$ cat src/rtl/alu_issue_stage.sv
// ID/EX issue stage for the MIPS ALU.
// Decodes opcode/funct into the 4-bit ALU OP code, prepares both operands
// (shamt placement, immediate extension, variable shift-amount masking) and
// registers the result behind a valid/ready handshake with stall and flush.
//
// Handshake: a transfer happens on any rising edge where valid and ready are
// both high. The upstream side (in_valid/in_ready) loads a new instruction on
// in_valid & in_ready. The downstream side (ex_valid/ex_ready) presents the
// registered instruction; while ex_valid is high and ex_ready is low, every EX
// output holds stable. in_ready never depends on in_valid, and flush forces
// in_ready low and drops whatever is held.
module alu_issue_stage #(
  parameter int CNT_W = 16
) (
  input  logic             clk,
  input  logic             rst,
  input  logic             in_valid,
  output logic             in_ready,
  input  logic [5:0]       opcode,
  input  logic [5:0]       funct,
  input  logic [4:0]       shamt,
  input  logic [4:0]       rt_idx,
  input  logic [4:0]       rd_idx,
  input  logic [15:0]      imm16,
  input  logic [31:0]      rs_data,
  input  logic [31:0]      rt_data,
  input  logic             flush,
  output logic             ex_valid,
  input  logic             ex_ready,
  output logic [3:0]       alu_op,
  output logic [31:0]      alu_in1,
  output logic [31:0]      alu_in2,
  output logic [4:0]       dest_reg,
  output logic             reg_write,
  output logic             illegal,
  output logic [CNT_W-1:0] issued_cnt,
  output logic [CNT_W-1:0] illegal_cnt
);

  localparam logic [3:0] OP_ADD  = 4'b0000;
  localparam logic [3:0] OP_SUB  = 4'b0001;
  localparam logic [3:0] OP_ILL  = 4'b0010;
  localparam logic [3:0] OP_AND  = 4'b0011;
  localparam logic [3:0] OP_NOR  = 4'b0100;
  localparam logic [3:0] OP_OR   = 4'b0101;
  localparam logic [3:0] OP_XOR  = 4'b0110;
  localparam logic [3:0] OP_SLLR = 4'b0111; // In2 << In1
  localparam logic [3:0] OP_SLLI = 4'b1000; // In1 << In2
  localparam logic [3:0] OP_SRLR = 4'b1001; // In2 >> In1
  localparam logic [3:0] OP_SLT  = 4'b1110;
  localparam logic [3:0] OP_SLTU = 4'b1111;

  logic [3:0]  op_d;
  logic [31:0] in1_d;
  logic [31:0] in2_d;
  logic [4:0]  dest_d;
  logic        ill_d;
  logic        rw_d;
  logic [31:0] imm_sext;
  logic [31:0] imm_zext;
  logic        load;
  logic        xfer;

  assign imm_sext = {{16{imm16[15]}}, imm16};
  assign imm_zext = {16'b0, imm16};

  // Upstream may hand over when the output slot is empty or being drained.
  assign in_ready = !rst && !flush && (!ex_valid || ex_ready);
  assign load     = in_valid && in_ready;
  assign xfer     = ex_valid && ex_ready && !flush;

  // Decode opcode/funct into OP code, operands and destination.
  // Illegal instructions carry OP 0010, zero operands and dest 0.
  always_comb begin
    op_d   = OP_ILL;
    in1_d  = 32'b0;
    in2_d  = 32'b0;
    dest_d = 5'd0;
    ill_d  = 1'b0;
    if (opcode == 6'h00) begin
      in1_d  = rs_data;
      in2_d  = rt_data;
      dest_d = rd_idx;
      case (funct)
        6'h20, 6'h21: op_d = OP_ADD;
        6'h22, 6'h23: op_d = OP_SUB;
        6'h24:        op_d = OP_AND;
        6'h25:        op_d = OP_OR;
        6'h26:        op_d = OP_XOR;
        6'h27:        op_d = OP_NOR;
        6'h2A:        op_d = OP_SLT;
        6'h2B:        op_d = OP_SLTU;
        6'h00: begin op_d = OP_SLLR; in1_d = {27'b0, shamt}; end
        6'h02: begin op_d = OP_SRLR; in1_d = {27'b0, shamt}; end
        6'h04: begin op_d = OP_SLLR; in1_d = {27'b0, rs_data[4:0]}; end
        6'h06: begin op_d = OP_SRLR; in1_d = {27'b0, rs_data[4:0]}; end
        default:      ill_d = 1'b1;
      endcase
    end else begin
      in1_d  = rs_data;
      dest_d = rt_idx;
      case (opcode)
        6'h08, 6'h09: begin op_d = OP_ADD;  in2_d = imm_sext; end
        6'h0A:        begin op_d = OP_SLT;  in2_d = imm_sext; end
        6'h0B:        begin op_d = OP_SLTU; in2_d = imm_sext; end
        6'h0C:        begin op_d = OP_AND;  in2_d = imm_zext; end
        6'h0D:        begin op_d = OP_OR;   in2_d = imm_zext; end
        6'h0E:        begin op_d = OP_XOR;  in2_d = imm_zext; end
        6'h0F:        begin op_d = OP_SLLI; in1_d = imm_zext; in2_d = 32'd16; end
        default:      ill_d = 1'b1;
      endcase
    end
    if (ill_d) begin
      op_d   = OP_ILL;
      in1_d  = 32'b0;
      in2_d  = 32'b0;
      dest_d = 5'd0;
    end
  end

  assign rw_d = !ill_d && (dest_d != 5'd0);

  // Output slot: valid bit, payload captured on load, transfer counters.
  always_ff @(posedge clk) begin
    if (rst) begin
      ex_valid    <= 1'b0;
      alu_op      <= OP_ADD;
      alu_in1     <= 32'b0;
      alu_in2     <= 32'b0;
      dest_reg    <= 5'd0;
      reg_write   <= 1'b0;
      illegal     <= 1'b0;
      issued_cnt  <= '0;
      illegal_cnt <= '0;
    end else begin
      if (flush)         ex_valid <= 1'b0;
      else if (load)     ex_valid <= 1'b1;
      else if (ex_ready) ex_valid <= 1'b0;
      if (load) begin
        alu_op    <= op_d;
        alu_in1   <= in1_d;
        alu_in2   <= in2_d;
        dest_reg  <= dest_d;
        reg_write <= rw_d;
        illegal   <= ill_d;
      end
      if (xfer) begin
        issued_cnt <= issued_cnt + 1'b1;
        if (illegal) illegal_cnt <= illegal_cnt + 1'b1;
      end
    end
  end

endmodule

$ cat config.mk
export PLATFORM = sky130hd
export DESIGN_NAME = alu_issue_stage
export DESIGN_NICKNAME = d
export VERILOG_FILES = /design/src/rtl/alu_issue_stage.sv
export SDC_FILE = /design/constraint.sdc
export NUM_CORES = 1
export LEC_CHECK = 0
export CORE_MARGIN = 1
export CORE_UTILIZATION = 41
export CTS_CLUSTER_SIZE = 12
export DETAILED_ROUTE_END_ITERATION = 7
export PLACE_DENSITY = 0.8
export SLEW_MARGIN = 20
export SYNTH_ARGS = -nofsm -noshare
export SYNTH_HDL_FRONTEND = slang
export SYNTH_SLANG_ARGS = --single-unit
$ cat constraint.sdc
create_clock -name clk -period 2 [get_ports clk]
set_clock_uncertainty 0.05 [all_clocks]
set_input_delay 0.2 -clock clk [delete_from_list [all_inputs] [get_ports clk]]
set_output_delay 0.2 -clock clk [all_outputs]
set_load 0.05 [all_outputs]
[Word level (Yosys, flattened, before mapping)]
Cells that the tools add are included.
Word-level totals
  flip-flop bits (word level): 108
  input bits: 112
  output and inout port bits: 109
  word-level logic and storage cells: 78
Operators by class
  $add $sub $neg: 2
  equal/unequal tests: 21
  multiplexer cells: 18
  reductions and logical operators: 28
Operators by type and width (number)
  32-bit two-way mux: 5
  32-bit case mux with 3 select lines: 1
  32-bit case mux with 2 select lines: 1
  6-bit == test (second input constant): 10
  6-bit by 4-bit == test with 1-bit output (second input constant): 8
  4-bit case mux with 10 select lines: 1
  16-bit by 1-bit adder with 16-bit output (second input constant): 2
  4-bit case mux with 7 select lines: 1
  2-bit OR reduction: 8
  14-bit OR reduction: 1
  6-bit by 3-bit == test with 1-bit output (second input constant): 2
  6-bit zero test: 2
  5-bit two-way mux: 2
  4-bit two-way mux: 2
  8-bit OR reduction: 1
  6-bit by 2-bit == test with 1-bit output (second input constant): 1
  1-bit logical AND: 6
  1-bit two-way mux: 5
  5-bit nonzero test: 1
  1-bit zero test: 4
  4-bit OR reduction: 1
  3-bit OR reduction: 1
  2-bit AND reduction: 1
  2-bit nonzero test: 1
  1-bit logical OR: 1

[Depth between registers and ports, before layout]
  depth after elaboration: 7
  depth in mapped cells: 8
  mapped depth without buffers: 5

[Worst setup path before layout]
OpenSTA, ideal clock, no wires.
  kind: register to register
  from: register ex_valid
  to: register alu_op[1]
  library setup time: 117 ps
  arrival: 2489 ps
  required time: 1833 ps
  setup slack: -656 ps
  cell stages (with the launch flop): 6
  buffers on the path: 1
  period minus slack after synthesis: 2656 ps
  path through: dfxtp_1 -> nor2b_1 -> nor3_1 -> nand2_1 -> clkbuf_1 -> a32o_1
Between the ends
  longest elaborated chain between the ends: 4
Ends and longest elaborated chain
  from (decl): line 28  | output logic ex_valid,
  from (signal assigned): line 126  | ex_valid <= 1'b0;
  from (signal assigned): line 136  | if (flush) ex_valid <= 1'b0;
  from (signal assigned): line 137  | else if (load) ex_valid <= 1'b1;
  1-bit zero test: line 68  | assign in_ready = !rst && !flush && (!ex_valid || ex_ready);
  1-bit logical OR: line 68
  1-bit logical AND: line 68
  net in_ready: line 18  | output logic in_ready,
  1-bit logical AND: line 69  | assign load = in_valid && in_ready;
  to (signal assigned): line 140  | alu_op <= op_d;
  to (decl): line 30  | output logic [3:0] alu_op,
The timed path passes the listed nets, and every way through them passes these cells.
A chain may end at the register's enable or synchronous reset.

[Worst setup path after layout]
  from: input opcode[5]
  to: register alu_in2[27]
Between the ends
  longest elaborated chain between the ends: 5
  elaborated cells on any way between the ends: 17
  classes of those cells: 8 x eq/ne; 5 x mux; 4 x reduce/logical
Ends and longest elaborated chain
  from (decl): line 19  | input logic [5:0] opcode,
  6-bit by 4-bit == test with 1-bit output: line 102  | case (opcode)
  4-bit OR reduction (no line), or another cell as far along
  32-bit case mux with 3 select lines or 1-bit two-way mux (tied branches): line 102
  32-bit two-way mux or 1-bit two-way mux (tied branches): line 80  | if (opcode == 6'h00) begin
  32-bit two-way mux *: line 113  | if (ill_d) begin
  to (signal assigned): line 142  | alu_in2 <= in2_d;
  to (decl): line 32  | output logic [31:0] alu_in2,
Every way passes the cells marked *; elsewhere a longest branch is shown, timed or not.

==> metrics <==
RSZ-0062 raised after global routing true; Yosys top cell area share 46.59%; GRT Total Usage 24.89%; Post-Synthesis Cell Area 4641 sq um; Multi-input gate area 2327 sq um; Fin Setup TNS 0 ps; Post-DP Area 7277 sq um; wire per inst 15.99 microns; Post-DP HPWL 11070 microns; Chip Width 108.4 microns; CTS tree built; port bufs 220; VDD IR-drop max 382.9 uV; syn nets 638; Die Area 11750 sq um; Period minus WS final 1946 ps; Worst Setup End Kind flop; fin util 69.26%; vias in the first global route 4872; initial core utilization 42.44%; Die Ht 108.4 microns; vias 4867; hold_buf cts 0; ANT nets after route 0; post-synthesis async set-or-reset flop share 0%; Worst Path Required 2210 ps; r2r startpoint illegal_cnt[5]; total power 4.427 mW; Clock Sinks 108; total core area 10940 sq um; Resize count post-CTS 1; crit-path max FO 16; Power Density 584.5 nW/um^2; TritonCTS Buffers 9; H-tree depth 3; crit path from opcode[5]; reg-to-reg setup timing slack 230 ps; biggest regs alu_in1: 32 flops, alu_in2: 32 flops; initial antenna violation count 0; Final Hold Vio Count 0; pin count of the biggest net entering global routing 52; initial detailed-routing violation count 253; FMAX 0.5138 GHz; Mapped Cells 524; Area contributors post-synth dfxtp_1 47%, nand2_1 6.1%, a22o_1 4.3%, mux2i_1 4.1%, a21oi_1 3.1%; Worst Setup Path Type in -> reg; first-pass GRT wire length 22910 microns; worst reg-to-reg path cell count 5; Worst-Margin Slew 577.0 ps; Via density 5.372; Row Count 38; period utilization 97.32%; Max Root-Sink Buffers 2; crit path capture alu_in2[27]; CP Data Arrival Time 2160 ps; Synth-to-Final Area Change 63.20%; Fin Hold WS 161.8 ps; area leader, netlist dfxtp_1; grt ovf 0; Hold Path Cell Cnt 3; GPL Wtd Cong 0.9213; hold crit path type in -> reg; Post-synth EDFFs 0; Slew headroom 61.42%; number of max-cap violations 0; final slew viol count 0; # IOs 221; layout cells sized above 1 10.05%; Reg clk slew, reported paths 70 ps; root buf cell clkbuf_16; Worst-Skew Late Latency 340 ps; post-route cell area 7574 sq um; status finished clean; Reg-to-Reg End illegal_cnt[15]; DRC 0; synthesized area per cell 8.856 sq um; Post-synth top cells 108 x dfxtp_1, 75 x nand2_1, 36 x nor2_1; predominant post-synthesis flop cell dfxtp_1; # fillers 877; total leakage power 2.652 nW; Seq/Total Area, Yosys 46.59%; setup bufs post-CTS 0; register area 2165 sq um; yosys synthesis warning count 0; final wirelength 14490 microns; critical path startpoint category primary input; Synth cell types 52; cell with the most instances after synthesis dfxtp_1; DRT Pass-1 Iters 4; nets@finish 875; Yosys reg bits 108; n_diodes 0; setup violators final 0
==> critical path: stages <==
cell	delay, ps
clkdlybuf4s50_1	440
or4_4	600
a211o_1	320
o21ai_4	170
buf_12	160
o211ai_1	100
a21oi_1	160
==> where the power goes <==
part           total, mW  switching [mW]  internal, mW
combinational      0.546           0.244         0.302
clock               1.71           0.818         0.891
sequential          2.17         0.00931          2.16
total               4.43            1.07          3.36
==> area by class of cell <==
type / instances / area share (%)
clock buffers: 10 / 3.155
clock inverters: 6 / 0.6278
inverters: 2 / 0.09912
multi-input cells: 376 / 30.73
flip-flops and latches: 108 / 28.58
well taps: 140 / 2.313
repair buffers: 264 / 34.50
==> kinds of logic after synthesis <==
logic type	count (synthesis)	share of synthesized area, %
multiplexers	19	4.098
AO/OA/AOI/OAI	151	21.35
XOR/XNOR	26	4.907
buffers and inverters	40	4.044
AND/OR/NAND/NOR	178	18.47
flip-flops	108	46.59
adder cells (fa/ha/maj)	2	0.5391
==> worst min-delay path by stage <==
stage / end / slack, ps / start
global route: ex_valid / 160 / rst
CTS: ex_valid / 140 / rst
detailed placement: alu_in2[7] / 390 / alu_in2[7]
global placement: alu_in1[9] / 380 / alu_in1[9]
floorplan: ex_valid / 270 / in_valid
finish: ex_valid / 160 / rst
==> per-stage QoR <==
stage	worst slack (ps)	cells
after global placement	-356.9	890
after CTS	77.45	906
final	53.64	906
after detailed placement	-432.3	890
after floorplan	20.53	524
after global routing	-32.87	906
==> per-layer routing <==
layer / GRT usage [%] / vias up / share of wire (%) / wire length (microns)
met4: 10.04 / 0 / 1.7 / 249
met5: 0 / - / 0 / 0
met1: 28.33 / 2312 / 39 / 5705
met2: 44.09 / 179 / 52 / 7488
li1: - / 2355 / - / -
met3: 6.510 / 21 / 7.2 / 1045
==> cell usage in the layout, fill, tap and decap left out, types with 3 or more instances in the layout <==
cell type        instances
o21ai_1                 24
nor3_1                   5
buf_4                   38
nand3_1                 10
a22oi_1                 16
nand2_1                 75
nand4_1                 10
xnor2_1                 10
mux2i_1                 19
a31oi_1                  4
a22o_1                  23
o211ai_1                16
and4_1                   4
nand2b_1                 5
o21ai_0                 26
buf_12                   7
xor2_1                  16
clkbuf_16                9
dfxtp_1                106
clkdlybuf4s50_1        218
or3_1                    9
and3_1                   5
a21oi_1                 29
and2_1                   3
nor2_1                  35
Power figures use the tool's default switching activity.
